==> src/rtl/seq_pattern_pkg.sv <==
// seq_pattern_pkg: shared types and constants for the serial pattern transmitter
// and the sequence-detector FSMs it feeds.
//   state_e             : transmitter FSM states
//   DEFAULT_PRE_W       : default preamble length in bits
//   DEFAULT_PRE_PATTERN : default preamble, sent MSB-first
//   clog2 / max_int     : elaboration-time sizing helpers
package seq_pattern_pkg;

  typedef enum logic [2:0] {IDLE, PRE, DATA, PARITY, GAP} state_e;

  localparam int DEFAULT_PRE_W = 4;
  localparam logic [DEFAULT_PRE_W-1:0] DEFAULT_PRE_PATTERN = 4'b1011;

  // Number of bits needed to hold values 0..value-1.
  function automatic int clog2(input int value);
    int r;
    int v;
    r = 0;
    v = value - 1;
    while (v > 0) begin
      r = r + 1;
      v = v >> 1;
    end
    return r;
  endfunction

  function automatic int max_int(input int a, input int b);
    return (a > b) ? a : b;
  endfunction

endpackage

==> src/rtl/seq_pattern_tx_if.sv <==
// seq_pattern_tx_if: word handshake and serial-stream bundle of seq_pattern_tx.
//   in_valid / in_data / in_ready : one word per valid&ready handshake
//   Z                             : serial output bit
//   z_active                      : Z carries a frame bit
//   busy                          : frame or gap in progress
//   done                          : one-cycle pulse at end of frame
// master: word source / stream observer; slave: the transmitter.
interface seq_pattern_tx_if #(
  parameter int DATA_W = 8
);
  logic              in_valid;
  logic [DATA_W-1:0] in_data;
  logic              in_ready;
  logic              Z;
  logic              z_active;
  logic              busy;
  logic              done;

  modport master (
    output in_valid, in_data,
    input  in_ready, Z, z_active, busy, done
  );

  modport slave (
    input  in_valid, in_data,
    output in_ready, Z, z_active, busy, done
  );
endinterface

==> src/rtl/seq_bit_timer.sv <==
// seq_bit_timer: paces serial bits, each lasting CLKS_PER_BIT clk cycles.
//   clk      : clock, rising edge
//   reset_n  : asynchronous active-low reset
//   restart  : hold the timer at the start of a bit
//   bit_tick : high on the last cycle of each bit
module seq_bit_timer
  import seq_pattern_pkg::*;
#(
  parameter int CLKS_PER_BIT = 1
) (
  input  logic clk,
  input  logic reset_n,
  input  logic restart,
  output logic bit_tick
);

  localparam int TW = clog2(CLKS_PER_BIT + 1);
  localparam logic [TW-1:0] LAST = TW'(CLKS_PER_BIT - 1);

  logic [TW-1:0] r_cnt;

  // Wrapping on the last cycle means the next bit starts immediately,
  // so no cycle is lost at bit or state boundaries.
  always_ff @(posedge clk or negedge reset_n) begin
    if (!reset_n) begin
      r_cnt <= '0;
    end else if (restart || (r_cnt == LAST)) begin
      r_cnt <= '0;
    end else begin
      r_cnt <= r_cnt + TW'(1);
    end
  end

  assign bit_tick = !restart && (r_cnt == LAST);

endmodule

==> src/rtl/seq_pattern_tx.sv <==
// seq_pattern_tx: serial frame transmitter feeding sequence-detector FSMs.
// Frame = preamble (MSB-first), data (MSB-first), optional even parity,
// then GAP_BITS bit-times of Z=0, then a one-cycle done pulse.
//   clk     : clock, rising edge
//   reset_n : asynchronous active-low reset
//   bus     : seq_pattern_tx_if.slave (word handshake + serial outputs)
module seq_pattern_tx
  import seq_pattern_pkg::*;
#(
  parameter int               DATA_W       = 8,
  parameter int               PRE_W        = DEFAULT_PRE_W,
  parameter logic [PRE_W-1:0] PRE_PATTERN  = DEFAULT_PRE_PATTERN,
  parameter int               CLKS_PER_BIT = 1,
  parameter int               PARITY_EN    = 1,
  parameter int               GAP_BITS     = 1
) (
  input logic              clk,
  input logic              reset_n,
  seq_pattern_tx_if.slave  bus
);

  localparam int CNT_W = clog2(max_int(max_int(PRE_W, DATA_W), max_int(GAP_BITS, 1)) + 1);
  localparam logic [CNT_W-1:0] PRE_LAST  = CNT_W'(PRE_W - 1);
  localparam logic [CNT_W-1:0] DATA_LAST = CNT_W'(DATA_W - 1);
  localparam logic [CNT_W-1:0] GAP_LAST  = CNT_W'((GAP_BITS > 0) ? GAP_BITS - 1 : 0);

  state_e            r_state, w_state_next;
  logic [CNT_W-1:0]  r_bit_cnt, w_bit_cnt_next;
  logic [PRE_W-1:0]  r_pre, w_pre_next;
  logic [DATA_W-1:0] r_shift, w_shift_next;
  logic              r_parity, w_parity_next;
  logic              r_z, w_z_next;
  logic              r_z_active, w_z_active_next;
  logic              r_busy, w_busy_next;
  logic              r_done, w_done_next;
  logic              w_frame_end;
  logic              w_bit_tick;

  // Timer is parked while idle so the first preamble bit gets a full bit-time.
  seq_bit_timer #(
    .CLKS_PER_BIT (CLKS_PER_BIT)
  ) u_bit_timer (
    .clk      (clk),
    .reset_n  (reset_n),
    .restart  (r_state == IDLE),
    .bit_tick (w_bit_tick)
  );

  always_ff @(posedge clk or negedge reset_n) begin
    if (!reset_n) begin
      r_state    <= IDLE;
      r_bit_cnt  <= '0;
      r_pre      <= '0;
      r_shift    <= '0;
      r_parity   <= 1'b0;
      r_z        <= 1'b0;
      r_z_active <= 1'b0;
      r_busy     <= 1'b0;
      r_done     <= 1'b0;
    end else begin
      r_state    <= w_state_next;
      r_bit_cnt  <= w_bit_cnt_next;
      r_pre      <= w_pre_next;
      r_shift    <= w_shift_next;
      r_parity   <= w_parity_next;
      r_z        <= w_z_next;
      r_z_active <= w_z_active_next;
      r_busy     <= w_busy_next;
      r_done     <= w_done_next;
    end
  end

  // Outputs are registered, so each branch computes the bit that Z will
  // carry after the edge; r_pre / r_shift hold the bits still to be sent.
  always_comb begin
    w_state_next    = r_state;
    w_bit_cnt_next  = r_bit_cnt;
    w_pre_next      = r_pre;
    w_shift_next    = r_shift;
    w_parity_next   = r_parity;
    w_z_next        = r_z;
    w_z_active_next = r_z_active;
    w_busy_next     = r_busy;
    w_done_next     = 1'b0;
    w_frame_end     = 1'b0;

    unique case (r_state)
      IDLE: begin
        w_z_next        = 1'b0;
        w_z_active_next = 1'b0;
        w_busy_next     = 1'b0;
        if (bus.in_valid) begin
          w_state_next    = PRE;
          w_bit_cnt_next  = '0;
          w_z_next        = PRE_PATTERN[PRE_W-1];
          w_pre_next      = PRE_PATTERN << 1;
          w_shift_next    = bus.in_data;
          w_parity_next   = ^bus.in_data;
          w_z_active_next = 1'b1;
          w_busy_next     = 1'b1;
        end
      end
      PRE: begin
        if (w_bit_tick) begin
          if (r_bit_cnt == PRE_LAST) begin
            w_state_next   = DATA;
            w_bit_cnt_next = '0;
            w_z_next       = r_shift[DATA_W-1];
            w_shift_next   = r_shift << 1;
          end else begin
            w_bit_cnt_next = r_bit_cnt + CNT_W'(1);
            w_z_next       = r_pre[PRE_W-1];
            w_pre_next     = r_pre << 1;
          end
        end
      end
      DATA: begin
        if (w_bit_tick) begin
          if (r_bit_cnt == DATA_LAST) begin
            if (PARITY_EN != 0) begin
              w_state_next   = PARITY;
              w_bit_cnt_next = '0;
              w_z_next       = r_parity;
            end else begin
              w_frame_end = 1'b1;
            end
          end else begin
            w_bit_cnt_next = r_bit_cnt + CNT_W'(1);
            w_z_next       = r_shift[DATA_W-1];
            w_shift_next   = r_shift << 1;
          end
        end
      end
      PARITY: begin
        if (w_bit_tick) begin
          w_frame_end = 1'b1;
        end
      end
      GAP: begin
        if (w_bit_tick) begin
          if (r_bit_cnt == GAP_LAST) begin
            w_state_next   = IDLE;
            w_bit_cnt_next = '0;
            w_busy_next    = 1'b0;
            w_done_next    = 1'b1;
          end else begin
            w_bit_cnt_next = r_bit_cnt + CNT_W'(1);
          end
        end
      end
      default: begin
        w_state_next = IDLE;
      end
    endcase

    // Last frame bit finished: go to the gap, or straight to idle with done.
    if (w_frame_end) begin
      w_bit_cnt_next  = '0;
      w_z_next        = 1'b0;
      w_z_active_next = 1'b0;
      if (GAP_BITS > 0) begin
        w_state_next = GAP;
        w_busy_next  = 1'b1;
      end else begin
        w_state_next = IDLE;
        w_busy_next  = 1'b0;
        w_done_next  = 1'b1;
      end
    end
  end

  assign bus.in_ready = (r_state == IDLE);
  assign bus.Z        = r_z;
  assign bus.z_active = r_z_active;
  assign bus.busy     = r_busy;
  assign bus.done     = r_done;

endmodule

==> src/flat_wrapper.sv <==
// flat-port wrapper written by rule: the top's interface ports become plain ports
module seq_pattern_tx_flat import seq_pattern_pkg::*;
#(
  parameter int               DATA_W       = 8,
  parameter int               PRE_W        = DEFAULT_PRE_W,
  parameter logic [PRE_W-1:0] PRE_PATTERN  = DEFAULT_PRE_PATTERN,
  parameter int               CLKS_PER_BIT = 1,
  parameter int               PARITY_EN    = 1,
  parameter int               GAP_BITS     = 1
)
  (clk, reset_n, bus_in_valid, bus_in_data, bus_in_ready, bus_Z, bus_z_active, bus_busy, bus_done);
  seq_pattern_tx_if #(.DATA_W(DATA_W)) bus_i ();
  input logic clk;
  input logic reset_n;
  input wire logic [$bits(bus_i.in_valid)-1:0] bus_in_valid;
  input wire logic [$bits(bus_i.in_data)-1:0] bus_in_data;
  output wire logic [$bits(bus_i.in_ready)-1:0] bus_in_ready;
  output wire logic [$bits(bus_i.Z)-1:0] bus_Z;
  output wire logic [$bits(bus_i.z_active)-1:0] bus_z_active;
  output wire logic [$bits(bus_i.busy)-1:0] bus_busy;
  output wire logic [$bits(bus_i.done)-1:0] bus_done;
  assign bus_i.in_valid = bus_in_valid;
  assign bus_i.in_data = bus_in_data;
  assign bus_in_ready = bus_i.in_ready;
  assign bus_Z = bus_i.Z;
  assign bus_z_active = bus_i.z_active;
  assign bus_busy = bus_i.busy;
  assign bus_done = bus_i.done;
  seq_pattern_tx #(.DATA_W(DATA_W), .PRE_W(PRE_W), .PRE_PATTERN(PRE_PATTERN), .CLKS_PER_BIT(CLKS_PER_BIT), .PARITY_EN(PARITY_EN), .GAP_BITS(GAP_BITS)) u_core (.clk(clk), .reset_n(reset_n), .bus(bus_i));
endmodule
==> config.mk <==
export PLATFORM = sky130hd
export DESIGN_NAME = seq_pattern_tx_flat
export DESIGN_NICKNAME = d
export VERILOG_FILES = /design/src/rtl/seq_pattern_pkg.sv /design/src/rtl/seq_pattern_tx_if.sv /design/src/rtl/seq_bit_timer.sv /design/src/rtl/seq_pattern_tx.sv /design/src/flat_wrapper.sv
export SDC_FILE = /design/constraint.sdc
export NUM_CORES = 1
export LEC_CHECK = 0
export ABC_AREA = 1
export BUFFER_PORTS_ARGS = -buffer_cell sky130_fd_sc_hd__buf_2
export CORE_MARGIN = 2
export CORE_UTILIZATION = 48
export DETAILED_ROUTE_END_ITERATION = 16
export PLACE_DENSITY = 0.71
export SLEW_MARGIN = 20
export SYNTH_ARGS = -nofsm -noshare
export SYNTH_HDL_FRONTEND = slang
export SYNTH_SLANG_ARGS = --single-unit
export TNS_END_PERCENT = 20
==> constraint.sdc <==
create_clock -name clk -period 1.25 [get_ports clk]
set_input_delay 0.125 -clock clk [delete_from_list [all_inputs] [get_ports clk]]
set_output_delay 0.125 -clock clk [all_outputs]
set_load 0.005 [all_outputs]
=== After elaboration in Yosys (flattened, before gate mapping) ===
Cells that the tools add are included.

* Output and inout bits: 5
* Word-level logic and storage cells: 99
* Input bits: 11
* Register bits: 25

* $add $sub $neg: 2
* Equality and inequality tests: 20
* Reduce and logical (&&, ||, !) cells: 19
* Muxes and demuxes: 47
* Bitwise logic cells: 1

{| class="wikitable"
|+ Operators by type and width
! operator !! count
|-
| two-way mux 4 bit || 11
|-
| two-way mux 8 bit || 5
|-
| two-way mux 3 bit || 8
|-
| one-hot mux 8 bit (3 select lines) || 1
|-
| two-way mux 1 bit || 17
|-
| one-hot mux 4 bit (4 select lines) || 1
|-
| one-hot mux 3 bit (5 select lines) || 1
|-
| != test 3 x 2 -> 1 bit, second input constant || 4
|-
| != test 2 bit, second input constant || 5
|-
| != test 3 x 1 -> 1 bit, second input constant || 3
|-
| one-hot mux 4 bit (2 select lines) || 1
|-
| AND reduction 8 bit || 1
|-
| XOR reduction 8 bit || 1
|-
| == test 3 x 2 -> 1 bit, second input constant || 2
|-
| AND reduction 3 bit || 2
|-
| AND reduction 6 bit || 1
|-
| nonzero test 3 bit || 2
|-
| AND reduction 5 bit || 1
|-
| nonzero test 5 bit || 1
|-
| adder 4 x 1 -> 4 bit, second input constant || 1
|-
| == test 4 x 2 -> 1 bit, second input constant || 1
|-
| == test 4 x 3 -> 1 bit, second input constant || 1
|-
| logical NOT 4 bit || 1
|-
| != test 2 x 1 -> 1 bit, second input constant || 2
|-
| 14 further kinds || 15
|}

=== Longest topological paths before layout ===
* Word-level depth: 7
* Mapped depth: 11
* Depth with buffers taken out: 10

=== Modules after synthesis ===
From an unflattened synthesis, not the netlist that was laid out.

* Cell total of the unflattened synthesis: 227
* Area, all modules: 1554.0 um^2

{| class="wikitable"
|+ Modules (own cells, without submodules)
! module !! cells an instance !! seq. area each (um^2) !! area each (um^2) !! times used
|-
| seq_pattern_tx || 224 || 575.6 || 1521.5 || 1
|-
| seq_bit_timer || 3 || 25.0 || 32.5 || 1
|}

=== Worst setup path after synthesis ===
Ideal clock, no wire load.

* Kind: flip-flop to flip-flop
* Start: register u_core.r_bit_cnt[0]
* End: register u_core.r_shift[0]
* Library setup time: 117 ps
* Stages on the path, launching flop included: 7
* Clock period less this slack: 1374 ps
* Slack: -124 ps
* Required time: 1133 ps
* Path buffers: 0
* Data arrival time: 1256 ps
* Cells stage by stage: dfrtp_1 -> ha_1 -> nand3_1 -> a21oi_4 -> nand2_4 -> nand2_1 -> o21ai_2

* Word-level cells in the longest chain between the ends: 3
* Elaborated cells between the ends (all ways): 5
* Classes of those cells: eq/ne (4); reduce/logical (1)

{| class="wikitable"
|+ Ends and longest elaborated chain
! item !! line !! text
|-
| start: declaration || seq_pattern_tx.sv:28 || <nowiki>logic [CNT_W-1:0] r_bit_cnt, w_bit_cnt_next;</nowiki>
|-
| start signal: assignment || seq_pattern_tx.sv:62 || <nowiki>r_bit_cnt <= w_bit_cnt_next;</nowiki>
|-
| == test 4 x 3 -> 1 bit or == test 4 x 2 -> 1 bit (tied branches) || seq_pattern_tx.sv:119, seq_pattern_tx.sv:105 ||
|-
| != test 2 bit (no line) or != test 2 x 1 -> 1 bit (tied branches) || n/a ||
|-
| AND reduction 6 bit (no line) (*) || n/a ||
|-
| end signal: assignment || seq_pattern_tx.sv:64 || <nowiki>r_shift <= w_shift_next;</nowiki>
|-
| end: declaration || seq_pattern_tx.sv:30 || <nowiki>logic [DATA_W-1:0] r_shift, w_shift_next;</nowiki>
|}

Every way passes the cells marked *; elsewhere a longest branch is shown, timed or not.
A chain may end at the register's enable or synchronous reset.

=== Worst setup path in the final report ===
* Start: register u_core.r_state[0]
* End: output port bus_in_ready

* Word-level cells in the longest chain between the ends: 1

{| class="wikitable"
|+ Ends and longest elaborated chain
! item !! line !! text
|-
| start: declaration || seq_pattern_tx.sv:27 || <nowiki>state_e r_state, w_state_next;</nowiki>
|-
| start signal: assignment || seq_pattern_tx.sv:61 || <nowiki>r_state <= w_state_next;</nowiki>
|-
| logical NOT 3 bit || seq_pattern_tx.sv:172 || <nowiki>assign bus.in_ready = (r_state == IDLE);</nowiki>
|-
| end: declaration || flat_wrapper.sv:17 || <nowiki>output wire logic [$bits(bus_i.in_ready)-1:0] bus_in_ready;</nowiki>
|}

No other way between the ends.

==> results.json <==
{
  "status": "complete, but fails checks",
  "violations": "negative setup slack",
  "whs_path_depth": 3,
  "synth_top_family_by_area": "simple AND/OR/NAND/NOR gates",
  "grt_usage": 0.2388,
  "dp_hpwl_um": 2715,
  "cts_buffer_depth": 2,
  "place_congestion": 0.8978,
  "endpoint_kind": "output port",
  "finalSetupViolCount": 23,
  "dieArea_um2": 3650,
  "clk_pin_slew_worst_paths_ns": 0.13,
  "drt_wl_total_um": 4057,
  "yosys_register_bits": 24,
  "diodes": 0,
  "nets": 288,
  "worstReg2RegEnd": "u_core.r_state[1]",
  "via_count": 1583,
  "start_util": 0.5045,
  "cp_num_buf_inv": 5,
  "drive_above_1_share": 0.3919,
  "grt_pass1_vias": 1479,
  "yosysSeqAreaShare": 0.3931,
  "path_max_fanout": 6,
  "grt_max_degree": 25,
  "drc_errors": 0,
  "max_freq_ghz": 0.6859,
  "synth_xor_xnor_area_share": 0.04586,
  "hp-class": "in2reg",
  "r2r_start": "u_core.r_state[0]",
  "p_comb_frac": 0.700,
  "vias_per_cell": 4.994,
  "internal_power_uw": 3039,
  "syn_avg_cell_area_um2": 7.139,
  "dp.cells": 301,
  "finClkSkew_ns": 0.003372,
  "syn_nets": 227,
  "synth-simple-area-share": 0.4341,
  "ant_nets": 0,
  "grt.overflow.total": 0,
  "synth_fa_ha_area_frac": 0.01638,
  "p_leak_uw": 0.001168,
  "rows": 20,
  "cpLargestDelayFamily": "flip-flops",
  "setup_tns_ns": -3.412,
  "port-buffer-count": 15,
  "root_buffer": "clkbuf_4",
  "cts_tree": "yes",
  "drt_iter0_drc": 50,
  "place_ws_ns": -0.2420,
  "switching_power_uw": 2749,
  "cts_made_buffers": 3,
  "worstSetupStartpointType": "register",
  "ios": 16,
  "hold_slack_ns": 0.08754,
  "die_width_um": 60.42,
  "r2r_setup_slack_ns": -0.20,
  "die_h_um": 60.42,
  "cp_common_cell": "buf_6",
  "h-tree-depth": 1,
  "required_ns": 1.12,
  "synth.distinct_cells": 29,
  "pwr-share-seq": 0.242,
  "critPathArrivalTime_ns": 1.33,
  "wl_per_cell_um": 12.80,
  "setup_slack_ns": -0.2080,
  "area_delta_synth_final_pct": 44.47,
  "synth_compound_area_frac": 0.04423,
  "min_from": "bus_in_data[0]",
  "p_sw_frac": 0.4749,
  "clock_latency_ns": 0.31,
  "synthCells": 214,
  "synthesis.area_um2": 1528,
  "vdd_drop_max_mv": 1.647,
  "crit_slowest_cell": "dfrtp_2",
  "final_util": 0.7289,
  "muxShareOfSynthArea": 0,
  "cts_sinks": 24,
  "drv_slew": 0,
  "ys_warn_count": 0,
  "fin_crit_sh": 1.166,
  "min_period_ns": 1.458,
  "hold_viol": 0,
  "crit_type": "reg2out",
  "grt_pass1_wl_um": 6472,
  "slew_headroom": 0.6393,
  "instances_no_fill": 317,
  "powerDensity_nw_per_um2": 2622,
  "antenna_found_initial": 0,
  "power.share.clock": 0.059,
  "min_to": "u_core.r_shift[0]",
  "core_area_um2": 3028,
  "r2r_cells": 7,
  "max_stage_delay_ns": 0.53,
  "tightest_slew_ns": 0.5411,
  "first_pass_iters": 4,
  "rsz0062_at_grt": "yes",
  "fillers": 226,
  "path_cells": "inv_4, buf_6, nand2_4, buf_6, inv_2, buf_2",
  "drv_cap": 0
}
[kinds of logic (layout without fill, tap and decap cells)]
family | Yosys count | in the layout
AOI/OAI and AO/OA | 10 | 10
other | 1 | 1
adders and majority gates | 2 | 2
buffers and inverters | 23 | 80
and+or+nand+nor | 146 | 148
xor gates and xnor gates | 8 | 8
DFF | 24 | 24
[area by class of cell]
cell class / count / area (um2) / share of cell area
multi-input cells: 169 / 1002 / 0.4541
flip-flops and latches: 24 / 603.1 / 0.2732
repair buffers: 56 / 435.4 / 0.1973
inverters: 21 / 88.84 / 0.04025
well taps: 44 / 55.05 / 0.02494
clock buffers: 3 / 22.52 / 0.01020
[cell usage after synthesis]
library cell  instances  area (um2)
a21oi_1               2       10.01
a21oi_4               1       16.27
and3_1                1       6.260
buf_4                 1       7.510
buf_6                 1       11.26
conb_1                1       3.750
dfrtp_1              24       600.6
ha_1                  2       25.02
inv_1                19       71.32
inv_2                 2       7.510
nand2_1              92       345.3
nand2_2               4       25.02
nand2_4               1       11.26
nand3_1              25       125.1
nand3_2               1       10.01
nand3b_1              1       7.510
nand4_1               5       31.28
nor2_1                6       22.52
nor2_2                3       18.77
nor2_4                3       33.78
nor3_1                2       10.01
nor3_2                1       10.01
o211ai_1              1       7.510
o21ai_0               2       10.01
o21ai_1               3       15.01
o21ai_2               1       8.760
or2_2                 1       6.260
xnor2_1               4       35.03
xor2_1                4       35.03
[repair_timing]
item	4_1_cts	5_1_grt
pin swaps	6	20
setup endpoints to repair	23	24
hold buffers	1	0
gates cloned	0	2
gates resized for setup	32	22
endpoints found under the hold margin	24	0
setup buffers	6	4
[per-layer routing]
layer  up-vias  GRT usage  share of wire
met5         -          0              0
met4         0    0.08385          0.019
met3         9    0.02772          0.040
met2        50     0.4224           0.50
met1       724     0.3024           0.44
li1        800          -              -
[cell usage in the layout (no fill, tap or decap), drive strengths merged]
cell type | synthesis | layout
nand3 | 26 | 26
nor2 | 12 | 13
nand2 | 97 | 98
inv | 21 | 21
xor2 | 4 | 4
nand4 | 5 | 5
ha | 2 | 2
buf | 2 | 55
conb | 1 | 1
and3 | 1 | 1
or2 | 1 | 1
nand3b | 1 | 1
nor3 | 3 | 3
xnor2 | 4 | 4
clkbuf | 0 | 3
dfrtp | 24 | 24
o21ai | 6 | 6
a21oi | 3 | 3
dlygate4sd3 | 0 | 1
o211ai | 1 | 1
[worst reg2reg max path: cells and delay by family, from the launching register on]
kind,cells,cell delay [ns]
buffers and inverters,3,0.33
DFF,1,0.54
AOI/OAI and AO/OA,1,0.20
and+or+nand+nor,3,0.28
[worst max-delay path by stage]
stage,from,endpoint,slack (ns),cells past startpoint
CTS,u_core.r_state[2],bus_in_ready,-0.20,6
global route,u_core.r_state[2],u_core.r_bit_cnt[1],-0.29,11
detailed placement,u_core.r_state[1],u_core.r_shift[0],-0.24,7
global placement,u_core.r_state[1],u_core.r_shift[0],-0.23,7
floorplan,u_core.r_bit_cnt[0],u_core.r_state[0],-0.03,9
finish,u_core.r_state[0],bus_in_ready,-0.21,6
[per-stage QoR]
step | cell area, um2 | power [uW]
after floorplan | 1564 | 3342
after global placement | 1901 | 4320
after detailed placement | 1901 | 4378
after CTS | 2092 | 5348
after global routing | 2207 | 6318
final | 2207 | 5788
[power by group through the flow]
| stage | Combinational [uW] | Clock [uW] | Sequential, uW |
|---|---|---|---|
| global route | 4480 | 402 | 1440 |
| finish | 4050 | 341 | 1400 |
| floorplan | 2060 | 0 | 1280 |
| global placement | 2980 | 0 | 1340 |
| detailed placement | 3030 | 0 | 1350 |
| CTS | 3640 | 353 | 1360 |
[state kept, by name, indices dropped and copies added, names as in the netlist]
name	cells
u_core.bus.Z	1
u_core.bus.busy	1
u_core.bus.done	1
u_core.bus.z_active	1
u_core.r_bit_cnt	4
u_core.r_parity	1
u_core.r_pre	3
u_core.r_shift	8
u_core.r_state	3
u_core.u_bit_timer.r_cnt	1
No activity file was read; power rests on OpenSTA's default activity.
